--- config.mk ---
export PLATFORM = sky130hd
export DESIGN_NAME = rom_fetch_ctrl
export DESIGN_NICKNAME = d
export VERILOG_FILES = /design/src/rtl/cpu_pkg.sv /design/src/rtl/fetch_out_reg.sv /design/src/rtl/rom_fetch_ctrl.sv
export SDC_FILE = /design/constraint.sdc
export NUM_CORES = 1
export LEC_CHECK = 0
export CAP_MARGIN = 0
export CORE_ASPECT_RATIO = 1.5
export CORE_MARGIN = 2
export CORE_UTILIZATION = 40
export DETAILED_ROUTE_END_ITERATION = 12
export GPL_TIMING_DRIVEN = 0
export MAX_ROUTING_LAYER = met4
export PLACE_DENSITY = 0.84
export SLEW_MARGIN = 40
export SYNTH_ARGS = -nofsm -noshare
export SYNTH_HDL_FRONTEND = slang
export SYNTH_HIERARCHICAL = 1
export SYNTH_SLANG_ARGS = --single-unit
--- constraint.sdc ---
create_clock -name clk -period 5.2 [get_ports clk]
set_clock_uncertainty 0.1 [all_clocks]
set_input_delay 1.04 -clock clk [delete_from_list [all_inputs] [get_ports clk]]
set_output_delay 1.04 -clock clk [all_outputs]
set_load 0.005 [all_outputs]
--- src/rtl/cpu_pkg.sv ---
// Shared fetch-path definitions: state encoding, widths, reset PC and the
// valid/ready "stage free" helper.
package cpu_pkg;

    localparam int INSTR_W     = 32;
    localparam int IMEM_ADDR_W = 4;
    localparam int RESET_PC    = 0;

    typedef enum logic [1:0] {
        ST_IDLE  = 2'd0,
        ST_FETCH = 2'd1,
        ST_DRAIN = 2'd2,
        ST_DONE  = 2'd3
    } fetch_state_t;

    // The output stage can take a new word when it is empty or being emptied.
    function automatic logic stage_free(input logic valid, input logic ready);
        return (!valid) || ready;
    endfunction

endpackage

--- src/rtl/fetch_out_reg.sv ---
// Valid/ready holding register for fetched instructions.
// flush has priority over load; with neither, the contents hold.
module fetch_out_reg #(
    parameter int DATA_W = 32,
    parameter int ADDR_W = 4
) (
    input  logic              clk,
    input  logic              rst_n,
    input  logic              load,
    input  logic              flush,
    input  logic [DATA_W-1:0] data_in,
    input  logic [ADDR_W-1:0] pc_in,
    output logic              valid,
    output logic [DATA_W-1:0] data,
    output logic [ADDR_W-1:0] pc
);

    // Holding register: flush empties, load captures, otherwise hold.
    always_ff @(posedge clk or negedge rst_n) begin
        if (!rst_n) begin
            valid <= 1'b0;
            data  <= '0;
            pc    <= '0;
        end else if (flush) begin
            valid <= 1'b0;
            data  <= data;
            pc    <= pc;
        end else if (load) begin
            valid <= 1'b1;
            data  <= data_in;
            pc    <= pc_in;
        end else begin
            valid <= valid;
            data  <= data;
            pc    <= pc;
        end
    end

endmodule

--- src/rtl/rom_fetch_ctrl.sv ---
// Instruction-fetch sequencer: owns the PC, drives the combinational ROM and
// hands each fetched word to decode through a registered valid/ready stage.
module rom_fetch_ctrl
    import cpu_pkg::*;
#(
    parameter int ADDR_W       = IMEM_ADDR_W,
    parameter int DATA_W       = INSTR_W,
    parameter int RESET_PC     = cpu_pkg::RESET_PC,
    parameter bit HALT_ON_WRAP = 1'b1
) (
    input  logic              clk,
    input  logic              rst_n,
    input  logic              start,
    input  logic              halt_req,
    input  logic              redirect_valid,
    input  logic [ADDR_W-1:0] redirect_addr,
    output logic              rom_en,
    output logic [ADDR_W-1:0] rom_addr,
    input  logic [DATA_W-1:0] rom_data,
    output logic              instr_valid,
    output logic [DATA_W-1:0] instr,
    output logic [ADDR_W-1:0] instr_pc,
    input  logic              instr_ready,
    output logic              busy,
    output logic              done
);

    localparam logic [ADDR_W-1:0] START_PC  = ADDR_W'(RESET_PC);
    localparam logic [ADDR_W-1:0] LAST_ADDR = {ADDR_W{1'b1}};

    fetch_state_t      state_r;
    logic [ADDR_W-1:0] pc_r;
    logic              busy_r;
    logic              done_r;
    logic              free_s;
    logic              last_s;
    logic              load_s;
    logic              flush_s;

    // ROM is read combinationally, so address and enable follow state and PC.
    assign rom_en   = (state_r == ST_FETCH);
    assign rom_addr = (state_r == ST_FETCH) ? pc_r : {ADDR_W{1'b0}};
    assign busy     = busy_r;
    assign done     = done_r;

    // Output-stage control: decide capture or flush for this cycle.
    always_comb begin
        free_s  = stage_free(instr_valid, instr_ready);
        last_s  = (pc_r == LAST_ADDR);
        load_s  = 1'b0;
        flush_s = 1'b0;
        case (state_r)
            ST_FETCH: begin
                if (halt_req) begin
                    flush_s = free_s;
                end else if (redirect_valid) begin
                    flush_s = 1'b1;
                end else if (free_s) begin
                    load_s = 1'b1;
                end else begin
                    load_s  = 1'b0;
                    flush_s = 1'b0;
                end
            end
            ST_DRAIN: begin
                if (free_s) begin
                    flush_s = 1'b1;
                end else begin
                    flush_s = 1'b0;
                end
            end
            default: begin
                load_s  = 1'b0;
                flush_s = 1'b0;
            end
        endcase
    end

    // Fetch FSM and PC, with registered busy/done status.
    always_ff @(posedge clk or negedge rst_n) begin
        if (!rst_n) begin
            state_r <= ST_IDLE;
            pc_r    <= START_PC;
            busy_r  <= 1'b0;
            done_r  <= 1'b0;
        end else begin
            case (state_r)
                ST_IDLE, ST_DONE: begin
                    if (start) begin
                        state_r <= ST_FETCH;
                        pc_r    <= START_PC;
                        busy_r  <= 1'b1;
                        done_r  <= 1'b0;
                    end
                end
                ST_FETCH: begin
                    if (halt_req) begin
                        state_r <= ST_DRAIN;
                    end else if (redirect_valid) begin
                        pc_r <= redirect_addr;
                    end else if (free_s) begin
                        if (last_s && HALT_ON_WRAP) begin
                            state_r <= ST_DRAIN;
                        end else begin
                            pc_r <= pc_r + ADDR_W'(1);
                        end
                    end
                end
                ST_DRAIN: begin
                    if (free_s) begin
                        state_r <= ST_DONE;
                        busy_r  <= 1'b0;
                        done_r  <= 1'b1;
                    end
                end
                default: begin
                    state_r <= ST_IDLE;
                    busy_r  <= 1'b0;
                    done_r  <= 1'b0;
                end
            endcase
        end
    end

    fetch_out_reg #(
        .DATA_W(DATA_W),
        .ADDR_W(ADDR_W)
    ) u_out (
        .clk    (clk),
        .rst_n  (rst_n),
        .load   (load_s),
        .flush  (flush_s),
        .data_in(rom_data),
        .pc_in  (pc_r),
        .valid  (instr_valid),
        .data   (instr),
        .pc     (instr_pc)
    );

endmodule
==> flow_metrics.env <==
export IMPL_core_um2=5165
export IMPL_vias=1466
export IMPL_drt_iter0_markers=41
export IMPL_n_fill_cell=407
export IMPL_die_w_um=63.96
export IMPL_met2_length_um=2265
export IMPL_synthToLayoutAreaGrowth_pct=49.01
export IMPL_relSlewSlack_pct=72.71
export IMPL_worstHoldPathCells=1
export IMPL_worstMarginPinSlew_ns=0.4093
export IMPL_drive_above_1_share_pct=23.95
export IMPL_fp_row_count=32
export IMPL_final_util_pct=62.23
export IMPL_wl_per_cell_um=14.78
export IMPL_worstSetupPathType="flop to output port"
export IMPL_worstPathArrival_ns=1.90
export IMPL_cts_root_buf="clkbuf_8"
export IMPL_gp_congestion=0.7787
export IMPL_slew_violations=0
export IMPL_p_sw_uw=499.5
export IMPL_start_util_pct=41.76
export IMPL_yosysTopAreaCell="dfrtp_1"
export IMPL_clk_transition_reported_paths_ns=0.08
export IMPL_worstPathRequired_ns=4.06
export IMPL_fp_dieH_um=93.94
export IMPL_yosys_top_cells_area="dfrtp_1 (52%), mux2_4 (22%), buf_12 (3.7%)"
export IMPL_min_from="done"
export IMPL_hp_class="flop to flop"
export IMPL_intPower_uw=1268
export IMPL_grt_max_degree=33
export IMPL_yosysSeqAreaShare_pct=52.20
export IMPL_grt_usage_pct=16.37
export IMPL_yosysTopAreaCellShare_pct=52.20
export IMPL_fmax_ghz=0.3294
export IMPL_end_kind="output port"
export IMPL_dieArea_um2=6008
export IMPL_cts_tree="yes"
export IMPL_grt_pass1_vias=1558
export IMPL_io_buffers=85
export IMPL_dr_pass1_iters=5
export IMPL_startpoint_type="flop"
export IMPL_fin_crit_sh_pct=58.38
export IMPL_clk_latency_ns=0.29
export IMPL_grt_pass1_wl_um=7431
export IMPL_cts_htree_levels=2
export IMPL_r2r_start="state_r[1]"
export IMPL_fin_crit_ns=3.036
export IMPL_avgSynthCellArea_um2=14.88
export IMPL_pwr_share_clk_pct=14.1
export IMPL_dr_max_layer_used="met4"
export IMPL_rsz0062_at_grt="no"
export IMPL_peakVddDrop_mv=0.2471
export IMPL_drt_wl_total_um=4524
export IMPL_drc_errors=0
export IMPL_finalSetupViolCount=0
export IMPL_antenna_found_initial=0
export IMPL_drt_vias_per_instance=4.791
export IMPL_switching_share_pct=28.25
export IMPL_yosys_warnings=6
export IMPL_max_cap_violations=0
export IMPL_reg2reg_depth=9
export IMPL_synth_cells=145
export IMPL_timing_hold_ws_ns=0.4080
export IMPL_power_density_nw_per_um2=550.0
export IMPL_gr_total_overflow=0
export IMPL_dp_hpwl_um=3393
export IMPL_synth_cell_type_count=30
export IMPL_worstReg2RegEnd="u_out/data[19]"
export IMPL_synth_area_um2=2157
export IMPL_finalNetCount=285
export IMPL_numCtsBuffers=5
export IMPL_holdPathEnd="done"
export IMPL_seq_power_share_pct=35.5
export IMPL_combPwrFrac_pct=50.3
export IMPL_wl_met1_um=1910
export IMPL_syn_nets=192
export IMPL_wl_met3_um=251
export IMPL_cts_resized=0
export IMPL_io_pins=86
export IMPL_hold_viol=0
export IMPL_cts_buffer_depth=2
export IMPL_finalSetupTns_ns=0
export IMPL_antenna_cells=0
export IMPL_r2r_setup_slack_ns=3.04
export IMPL_postCtsHoldBufs=0
export IMPL_postCtsSetupRepairBufs=0
export IMPL_p_leak_uw=0.001394
export IMPL_status="finished clean"
export IMPL_ys_ff_latch=45
export IMPL_worstPathMaxFanout=10
export IMPL_cts_sinks=45
export IMPL_ant_nets=0
==> worst max-delay path, cell delays in order, from the launching register on <==
cell and delay (ns):
dfrtp_1 0.41, inv_1 0.10, ha_1 0.38, and2_2 0.21
clkdlybuf4s50_1 0.51
==> how the worst max path moves through the flow <==
stage | endpoint | start | slack [ns]
2_1_floorplan | u_out/data[0] | instr_ready | 2.65
3_3_place_gp | u_out/data[22] | rst_n | 1.78
3_5_place_dp | u_out/data[19] | halt_req | 1.99
4_1_cts | rom_addr[3] | state_r[1] | 2.15
5_1_grt | rom_addr[3] | state_r[1] | 2.04
6_report | rom_addr[3] | state_r[1] | 2.16
==> kinds of logic (layout without fill, tap and decap cells) <==
| group | after synthesis | after routing | synth area share, % |
|---|---|---|---|
| AO/OA/AOI/OAI | 19 | 19 | 6.381 |
| XOR/XNOR | 1 | 1 | 0.4061 |
| adder cells (fa/ha/maj) | 5 | 5 | 2.900 |
| buffers and inverters | 9 | 102 | 4.582 |
| flip-flops | 45 | 45 | 52.20 |
| multiplexers | 40 | 40 | 26.10 |
| AND/OR/NAND/NOR | 26 | 26 | 7.424 |
==> layout make-up <==
class	count	area [um2]	area share, %
Sequential cell	45	1126	35.03
Multi-Input combinational cell	91	932.1	29.00
Timing Repair Buffer	86	868.3	27.01
Tap cell	68	85.08	2.647
Buffer	5	83.83	2.608
Clock buffer	5	68.82	2.141
Clock inverter	2	35.03	1.090
Inverter	4	15.01	0.4671
==> stage by stage <==
| step | worst slack, ns | total power [uW] | cell area [um2] | instances |
|---|---|---|---|---|
| detailed placement | 1.986 | 1531 | 3110 | 299 |
| global route | 2.036 | 1890 | 3214 | 306 |
| global placement | 1.779 | 1502 | 3093 | 298 |
| floorplan | 2.646 | 1084 | 2157 | 145 |
| finish | 2.164 | 1768 | 3214 | 306 |
| CTS | 2.147 | 1797 | 3214 | 306 |
==> power groups by stage <==
stage / Sequential [uW] / Combinational (uW) / Clock [uW]
2_1_floorplan: 636 / 448 / 0
3_3_place_gp: 626 / 876 / 0
3_5_place_dp: 635 / 896 / 0
4_1_cts: 632 / 903 / 262
5_1_grt: 655 / 955 / 280
6_report: 628 / 890 / 250
==> registers in the layout, summed over array words and instances, names as in the netlist <==
name         count
busy             1
done             1
pc_r             4
state_r          2
u_out/data      32
u_out/pc         4
u_out/valid      1
==> cells in the mapped netlist (all sizes together) <==
library cell	n
dfrtp	45
mux2	37
a21oi	6
and2	5
ha	5
nor2	5
nor2b	5
o21ai	5
buf	4
inv	4
nand2	4
mux2i	3
nand2b	3
a31oi	2
a21bo	1
a221o	1
a22o	1
a22oi	1
and3	1
clkbuf	1
nand3	1
nand4	1
o211ai	1
o311ai	1
or2	1
xnor2	1
==> metal layers <==
metal / vias up / GRT usage, %
li1: 694 / -
met1: 701 / 19.28
met2: 60 / 26.56
met3: 11 / 4.556
met4: 0 / 6.159
met5: - / -
==> cell usage in the layout, fill, tap and decap left out, types with 2 or more instances in the layout <==
cell             synthesis  layout
nand2_1                  3       3
nor2b_1                  4       4
a21oi_1                  6       6
mux2_4                  31      31
inv_1                    4       4
ha_1                     5       5
buf_12                   4       5
dfrtp_1                 45      45
a31oi_1                  2       2
nor2_1                   5       5
mux2i_1                  3       3
clkbuf_8                 0       5
clkdlybuf4s50_1          0      84
and2_1                   4       4
nand2b_1                 3       3
o21ai_0                  5       5
mux2_2                   6       6
Note: power is estimated with default switching activity, not from simulation.
